==> config.mk <==
export PLATFORM = sky130hd
export DESIGN_NAME = ram_port_arbiter
export DESIGN_NICKNAME = d
export VERILOG_FILES = /design/src/rtl/cpu16_pkg.sv /design/src/rtl/ram_arb_pick.sv /design/src/rtl/ram_port_arbiter.sv
export SDC_FILE = /design/constraint.sdc
export NUM_CORES = 1
export LEC_CHECK = 0
export ABC_AREA = 0
export BUFFER_PORTS_ARGS = -buffer_cell sky130_fd_sc_hd__buf_4
export CAP_MARGIN = 20
export CORE_MARGIN = 2
export CORE_UTILIZATION = 53
export CTS_CLUSTER_DIAMETER = 100
export DETAILED_ROUTE_END_ITERATION = 7
export PLACE_DENSITY_LB_ADDON = 0.12
export SLEW_MARGIN = 20
export SYNTH_ARGS = -nofsm -noshare
export SYNTH_HDL_FRONTEND = slang
export SYNTH_HIERARCHICAL = 1
export SYNTH_SLANG_ARGS = --single-unit
==> constraint.sdc <==
create_clock -name clk -period 4 [get_ports clk]
set_input_delay 0.8 -clock clk [delete_from_list [all_inputs] [get_ports clk]]
set_output_delay 0.8 -clock clk [all_outputs]
set_load 0.005 [all_outputs]
==> src/rtl/cpu16_pkg.sv <==
// Shared types and constants for the 16-bit CPU RAM port arbiter.
package cpu16_pkg;

  localparam int unsigned ADDR_W   = 16;
  localparam int unsigned DATA_W   = 16;
  localparam int unsigned CNT_W    = 4;
  localparam int unsigned WAIT_MAX = 15;

  localparam logic PORT_CPU = 1'b0;
  localparam logic PORT_LDR = 1'b1;

  typedef enum logic [1:0] {
    ST_IDLE   = 2'd0,
    ST_ACCESS = 2'd1,
    ST_DONE   = 2'd2
  } arb_state_t;

  typedef struct packed {
    logic              we;
    logic [ADDR_W-1:0] addr;
    logic [DATA_W-1:0] wdata;
  } ram_req_t;

endpackage

==> src/rtl/ram_arb_pick.sv <==
// Combinational winner select: fixed priority when last-winner is tied to LDR,
// round-robin when fed a live last-winner register.
module ram_arb_pick
  import cpu16_pkg::*;
(
  input  logic       i_cpu_req,
  input  logic       i_ldr_req,
  input  logic       i_last,
  output logic [1:0] o_win_c
);

  always_comb begin
    o_win_c = 2'b00;
    if (i_cpu_req && i_ldr_req) begin
      if (i_last == PORT_LDR) begin
        o_win_c[PORT_CPU] = 1'b1;
      end else begin
        o_win_c[PORT_LDR] = 1'b1;
      end
    end else if (i_cpu_req) begin
      o_win_c[PORT_CPU] = 1'b1;
    end else if (i_ldr_req) begin
      o_win_c[PORT_LDR] = 1'b1;
    end
  end

endmodule

==> src/rtl/ram_port_arbiter.sv <==
// Two-port (cpu/loader) single-RAM arbiter with IDLE/ACCESS/DONE sequencing.
// Define RAM_ARB_RR_EN for round-robin arbitration; default is fixed cpu priority.
module ram_port_arbiter
  import cpu16_pkg::*;
#(
  parameter int unsigned WAIT_CYCLES = 1
) (
  input  logic        clk,
  input  logic        rst_n,
  input  logic        i_cpu_req,
  input  logic        i_cpu_we,
  input  logic [15:0] i_cpu_addr,
  input  logic [15:0] i_cpu_wdata,
  input  logic        i_ldr_req,
  input  logic        i_ldr_we,
  input  logic [15:0] i_ldr_addr,
  input  logic [15:0] i_ldr_wdata,
  input  logic [15:0] i_ram_rdata,
  output logic        o_cpu_gnt,
  output logic        o_ldr_gnt,
  output logic        o_cpu_ack,
  output logic        o_ldr_ack,
  output logic [15:0] o_rdata,
  output logic [15:0] o_ram_addr,
  output logic [15:0] o_ram_wdata,
  output logic        o_ram_rd,
  output logic        o_ram_wr,
  output logic        o_busy
);

  // Out-of-range parameter values saturate into the legal 1..WAIT_MAX window.
  localparam int unsigned WAIT_EFF = (WAIT_CYCLES > WAIT_MAX) ? WAIT_MAX :
                                     ((WAIT_CYCLES < 1) ? 1 : WAIT_CYCLES);
  localparam logic [CNT_W-1:0] CNT_LOAD = CNT_W'(WAIT_EFF);
  localparam logic [CNT_W-1:0] CNT_ONE  = CNT_W'(1);

  arb_state_t          r_state, w_state_nxt;
  logic [CNT_W-1:0]    r_cnt, w_cnt_nxt;
  ram_req_t            r_acc, w_acc_nxt;
  logic                r_port, w_port_nxt;
  logic [DATA_W-1:0]   r_rdata, w_rdata_nxt;

  logic                r_cpu_gnt, w_cpu_gnt_nxt;
  logic                r_ldr_gnt, w_ldr_gnt_nxt;
  logic                r_cpu_ack, w_cpu_ack_nxt;
  logic                r_ldr_ack, w_ldr_ack_nxt;
  logic                r_ram_rd, w_ram_rd_nxt;
  logic                r_ram_wr, w_ram_wr_nxt;
  logic [ADDR_W-1:0]   r_ram_addr, w_ram_addr_nxt;
  logic [DATA_W-1:0]   r_ram_wdata, w_ram_wdata_nxt;
  logic                r_busy, w_busy_nxt;

  ram_req_t            w_cpu_acc;
  ram_req_t            w_ldr_acc;
  logic [1:0]          w_win;
  logic                w_last;

  assign w_cpu_acc = '{we: i_cpu_we, addr: i_cpu_addr, wdata: i_cpu_wdata};
  assign w_ldr_acc = '{we: i_ldr_we, addr: i_ldr_addr, wdata: i_ldr_wdata};

`ifdef RAM_ARB_RR_EN
  logic r_last, w_last_nxt;
  assign w_last = r_last;
`else
  assign w_last = PORT_LDR;
`endif

  ram_arb_pick u_pick (
    .i_cpu_req (i_cpu_req),
    .i_ldr_req (i_ldr_req),
    .i_last    (w_last),
    .o_win_c   (w_win)
  );

  // State, latched access and registered outputs.
  always_ff @(posedge clk or negedge rst_n) begin
    if (!rst_n) begin
      r_state     <= ST_IDLE;
      r_cnt       <= '0;
      r_acc       <= '0;
      r_port      <= PORT_CPU;
      r_rdata     <= '0;
      r_cpu_gnt   <= 1'b0;
      r_ldr_gnt   <= 1'b0;
      r_cpu_ack   <= 1'b0;
      r_ldr_ack   <= 1'b0;
      r_ram_rd    <= 1'b0;
      r_ram_wr    <= 1'b0;
      r_ram_addr  <= '0;
      r_ram_wdata <= '0;
      r_busy      <= 1'b0;
`ifdef RAM_ARB_RR_EN
      r_last      <= PORT_LDR;
`endif
    end else begin
      r_state     <= w_state_nxt;
      r_cnt       <= w_cnt_nxt;
      r_acc       <= w_acc_nxt;
      r_port      <= w_port_nxt;
      r_rdata     <= w_rdata_nxt;
      r_cpu_gnt   <= w_cpu_gnt_nxt;
      r_ldr_gnt   <= w_ldr_gnt_nxt;
      r_cpu_ack   <= w_cpu_ack_nxt;
      r_ldr_ack   <= w_ldr_ack_nxt;
      r_ram_rd    <= w_ram_rd_nxt;
      r_ram_wr    <= w_ram_wr_nxt;
      r_ram_addr  <= w_ram_addr_nxt;
      r_ram_wdata <= w_ram_wdata_nxt;
      r_busy      <= w_busy_nxt;
`ifdef RAM_ARB_RR_EN
      r_last      <= w_last_nxt;
`endif
    end
  end

  // Next-state logic; outputs are computed for the state being entered.
  always_comb begin
    w_state_nxt   = r_state;
    w_cnt_nxt     = r_cnt;
    w_acc_nxt     = r_acc;
    w_port_nxt    = r_port;
    w_rdata_nxt   = r_rdata;
    w_cpu_gnt_nxt = 1'b0;
    w_ldr_gnt_nxt = 1'b0;
    w_cpu_ack_nxt = 1'b0;
    w_ldr_ack_nxt = 1'b0;
`ifdef RAM_ARB_RR_EN
    w_last_nxt    = r_last;
`endif

    case (r_state)
      ST_IDLE: begin
        w_cnt_nxt = CNT_LOAD;
        if (w_win != 2'b00) begin
          w_state_nxt   = ST_ACCESS;
          w_port_nxt    = w_win[PORT_LDR];
          w_acc_nxt     = w_win[PORT_LDR] ? w_ldr_acc : w_cpu_acc;
          w_cpu_gnt_nxt = w_win[PORT_CPU];
          w_ldr_gnt_nxt = w_win[PORT_LDR];
`ifdef RAM_ARB_RR_EN
          w_last_nxt    = w_win[PORT_LDR];
`endif
        end
      end
      ST_ACCESS: begin
        if (r_cnt <= CNT_ONE) begin
          w_state_nxt = ST_DONE;
          if (!r_acc.we) begin
            w_rdata_nxt = i_ram_rdata;
          end
          w_cpu_ack_nxt = (r_port == PORT_CPU);
          w_ldr_ack_nxt = (r_port == PORT_LDR);
        end else begin
          w_cnt_nxt = r_cnt - CNT_ONE;
        end
      end
      ST_DONE: begin
        w_state_nxt = ST_IDLE;
      end
      default: begin
        w_state_nxt = ST_IDLE;
      end
    endcase

    w_busy_nxt      = (w_state_nxt != ST_IDLE);
    w_ram_rd_nxt    = (w_state_nxt == ST_ACCESS) && !w_acc_nxt.we;
    w_ram_wr_nxt    = (w_state_nxt == ST_ACCESS) &&  w_acc_nxt.we;
    w_ram_addr_nxt  = (w_state_nxt == ST_ACCESS) ? w_acc_nxt.addr  : '0;
    w_ram_wdata_nxt = (w_state_nxt == ST_ACCESS) ? w_acc_nxt.wdata : '0;
  end

  assign o_cpu_gnt   = r_cpu_gnt;
  assign o_ldr_gnt   = r_ldr_gnt;
  assign o_cpu_ack   = r_cpu_ack;
  assign o_ldr_ack   = r_ldr_ack;
  assign o_rdata     = r_rdata;
  assign o_ram_addr  = r_ram_addr;
  assign o_ram_wdata = r_ram_wdata;
  assign o_ram_rd    = r_ram_rd;
  assign o_ram_wr    = r_ram_wr;
  assign o_busy      = r_busy;

endmodule

==> out/results.ini <==
[clock_tree]
clockBufferDepth = 2
cts.clk_slew.worst_paths_ns = 0.09
cts.sinks = 95
cts_tree = built
cts_made_buffers = 9
post_cts_buffers = 0
cts-root-buf = clkbuf_8
cts_resized = 0
htree_levels = 3
hold_buffers = 0
clkLatencyLatePin_ns = 0.36

[outcome]
outcome = complete, no violations

[global_routing]
use_met1_pct = 30.8
grt_pass1_vias = 3047
grt_use_met2_pct = 36.5
antenna_found_initial = 0
grt.busiest_layer = met2
grt_pass1_wl_um = 15100
track_usage_pct = 23.2
grt_start_max_net_pins = 76
use_met3_pct = 7.01
grt_overflow = 0

[drt]
vias_per_cell = 5.42
ant_nets = 0
drtIter0Drc = 173
drc = 0
drtPass1Iterations = 4
wl_um = 9020
vias = 2940
wl_per_cell_um = 16.6

[critical_path]
reg2reg_setup_slack_ns = 2.05
rr_endpoint = r_cnt[1]$_DFFE_PN0P_
max_stage_delay_ns = 0.62
crit_path_end_kind = register
crit_chain = buf_4 > a21boi_4 > buf_4 > mux2i_1 > nor3b_1 > a21oi_1
critPathKind = in -> reg
startpoint_type = primary input
startpoint = i_cpu_req
crit_top_cell = buf_4
critPathMaxFanout = 21
crit_required_ns = 4.19
critPathArrivalTime_ns = 2.66
r2r_start = r_cnt[0]$_DFFE_PN0P_
slowest_stage = a21boi_4
r2r_cells = 6

[layout]
post-route-util_pct = 73.2
nets = 526
diodes = 0
layout-area-overhead-vs-synth_pct = 33.9
drive_gt1_share_pct = 41.3
stdcell_count = 542

[timing]
rsz0062_at_grt = false
slew_viol_final = 0
setup_violations = 0
tns_ns = 0
fmax_mhz = 406
slew_headroom_pct = 32.1
min_period_ns = 2.46
hold_viol_final = 0
worst_pin_slew_ns = 1.01
timing.final.crit_share_pct = 61.6
fin_skew_ns = 0.0117

[synthesis]
synthCells = 305
yosys.area_share.adder_pct = 0.635
synth.most_common_cell = dfrtp_1
yosys_warnings = 6
synth_top_area_cell = dfrtp_1
ys_async_sr_fraction_pct = 100
synth_top_cell_area_share_pct = 60.3
ys_ff_latch = 95
ys_seq_area_share_pct = 60.3
synth_mux_area_share_pct = 14.4
syn_area_um2 = 3940
synthTopCellsByCount = dfrtp_1 (95), o21ai_0 (64), mux2i_1 (35)
synth_area_per_cell_um2 = 12.9
synth-xor-area-share_pct = 0
synth-compound-area-share_pct = 17.7
ys_types = 37
synth_edf_count = 0
synthTopCellsByArea = dfrtp_1 (60%), mux2i_1 (8.9%), o21ai_0 (8.1%)
synth_top_family_by_area = compound AO/OA/AOI/OAI gates
synthSimpleGateAreaFrac_pct = 3.36
ys.flop_type = dfrtp_1

[pwr]
irDropWorstVdd_v = 0.000418
power.switching_mw = 0.985
p_leak_nw = 2.56
switching_share_pct = 31.1
power_density_nw_per_um2 = 600
p_comb_share_pct = 33.5
intPower_mw = 2.19
power.share.clock_pct = 19.5
sequentialPowerShare_pct = 47.0

[floorplanning]
die_h_um = 90.3
dieArea_um2 = 8150
fp-row-count = 31
core_um2 = 7210
die_x_um = 90.3
ios = 141
start_util_pct = 54.7

[placed_design]
io_buffers = 140
dp_cells = 525
place_congestion = 0.733
detailed_place_hpwl_um = 6050

[run]
max_cap_violations = 0

[hold_path]
min_to = o_cpu_ack$_DFF_PN0_
hold_depth = 1
holdCritStartpoint = r_port$_DFFE_PN0P_
hold_path_class = reg -> reg

## power groups by stage
| stage | Sequential, mW | Clock [mW] | Combinational [mW] |
|---|---|---|---|
| 3_3_place_gp | 1.49 | 0 | 1.04 |
| 3_5_place_dp | 1.51 | 0 | 1.06 |
| 2_1_floorplan | 1.49 | 0 | 0.558 |
| 5_1_grt | 1.53 | 0.677 | 1.17 |
| 6_report | 1.49 | 0.618 | 1.06 |
| 4_1_cts | 1.49 | 0.631 | 1.07 |
## layer usage
layer	vias up	routed length, µm
met5	-	0
met4	0	145
met3	14	500
met2	96	4590
met1	1457	3780
li1	1373	-
## sequential cells by signal (all words and copies together) (netlist names), 2 cells and up
signal       cells
o_rdata         16
r_state          2
o_ram_addr      16
r_cnt            4
r_acc           33
o_ram_wdata     16
## placed cells by master (no fill, tap or decap), types with 2 or more instances in the layout
cell	n
buf_4	143
dfrtp_1	95
o21ai_0	64
mux2i_1	35
o2bb2ai_1	33
mux2_4	10
clkbuf_8	10
mux2_2	6
inv_1	5
nand2_1	4
clkbuf_1	3
nor2_1	2
and2_1	2
nor2b_1	2
ha_1	2
conb_1	2
## worst max-delay path by stage
stage,cells past startpoint,endpoint,slack (ns)
6_report,6,r_acc[32]$_DFF_PN0_,1.54
5_1_grt,6,r_acc[32]$_DFF_PN0_,1.42
4_1_cts,6,r_acc[32]$_DFF_PN0_,1.57
3_5_place_dp,6,r_acc[32]$_DFF_PN0_,1.19
3_3_place_gp,6,r_acc[32]$_DFF_PN0_,1.29
2_1_floorplan,6,o_ram_wdata[4]$_DFF_PN0_,2.13
## per-stage QoR
| step | setup slack (ns) | hold WS [ns] | cell area, µm² | power [mW] |
|---|---|---|---|---|
| final | 1.54 | 0.454 | 5280 | 3.17 |
| after global routing | 1.42 | 0.480 | 5280 | 3.38 |
| after CTS | 1.57 | 0.461 | 5260 | 3.19 |
| after detailed placement | 1.19 | 0.445 | 5060 | 2.57 |
| after global placement | 1.29 | 0.434 | 5060 | 2.53 |
| after floorplan | 2.13 | 0.417 | 3950 | 2.05 |
## final cells by class
cell class	instances	area (µm²)
well taps	99	124
inverters	5	18.8
clock inverters	3	42.5
fillers	530	1930
repair buffers	144	1100
clock buffers	13	149
multi-input cells	183	1470
flip-flops and latches	95	2380
## critical path, delay by kind of cell
family                 cells  cell delay [ns]
AOI/OAI and AO/OA          2             0.70
buffers and inverters      2             0.59
muxes                      1             0.26
and+or+nand+nor            1             0.29
## kinds of logic (layout without fill, tap and decap cells)
family	count (synthesis)	count (layout)
AO/OA/AOI/OAI	109	109
flip-flops	95	95
multiplexers	51	51
buffers and inverters	28	165
AND/OR/NAND/NOR	19	19
adder cells (fa/ha/maj)	2	2
other	1	2
Note: power is estimated with default switching activity, not from simulation.
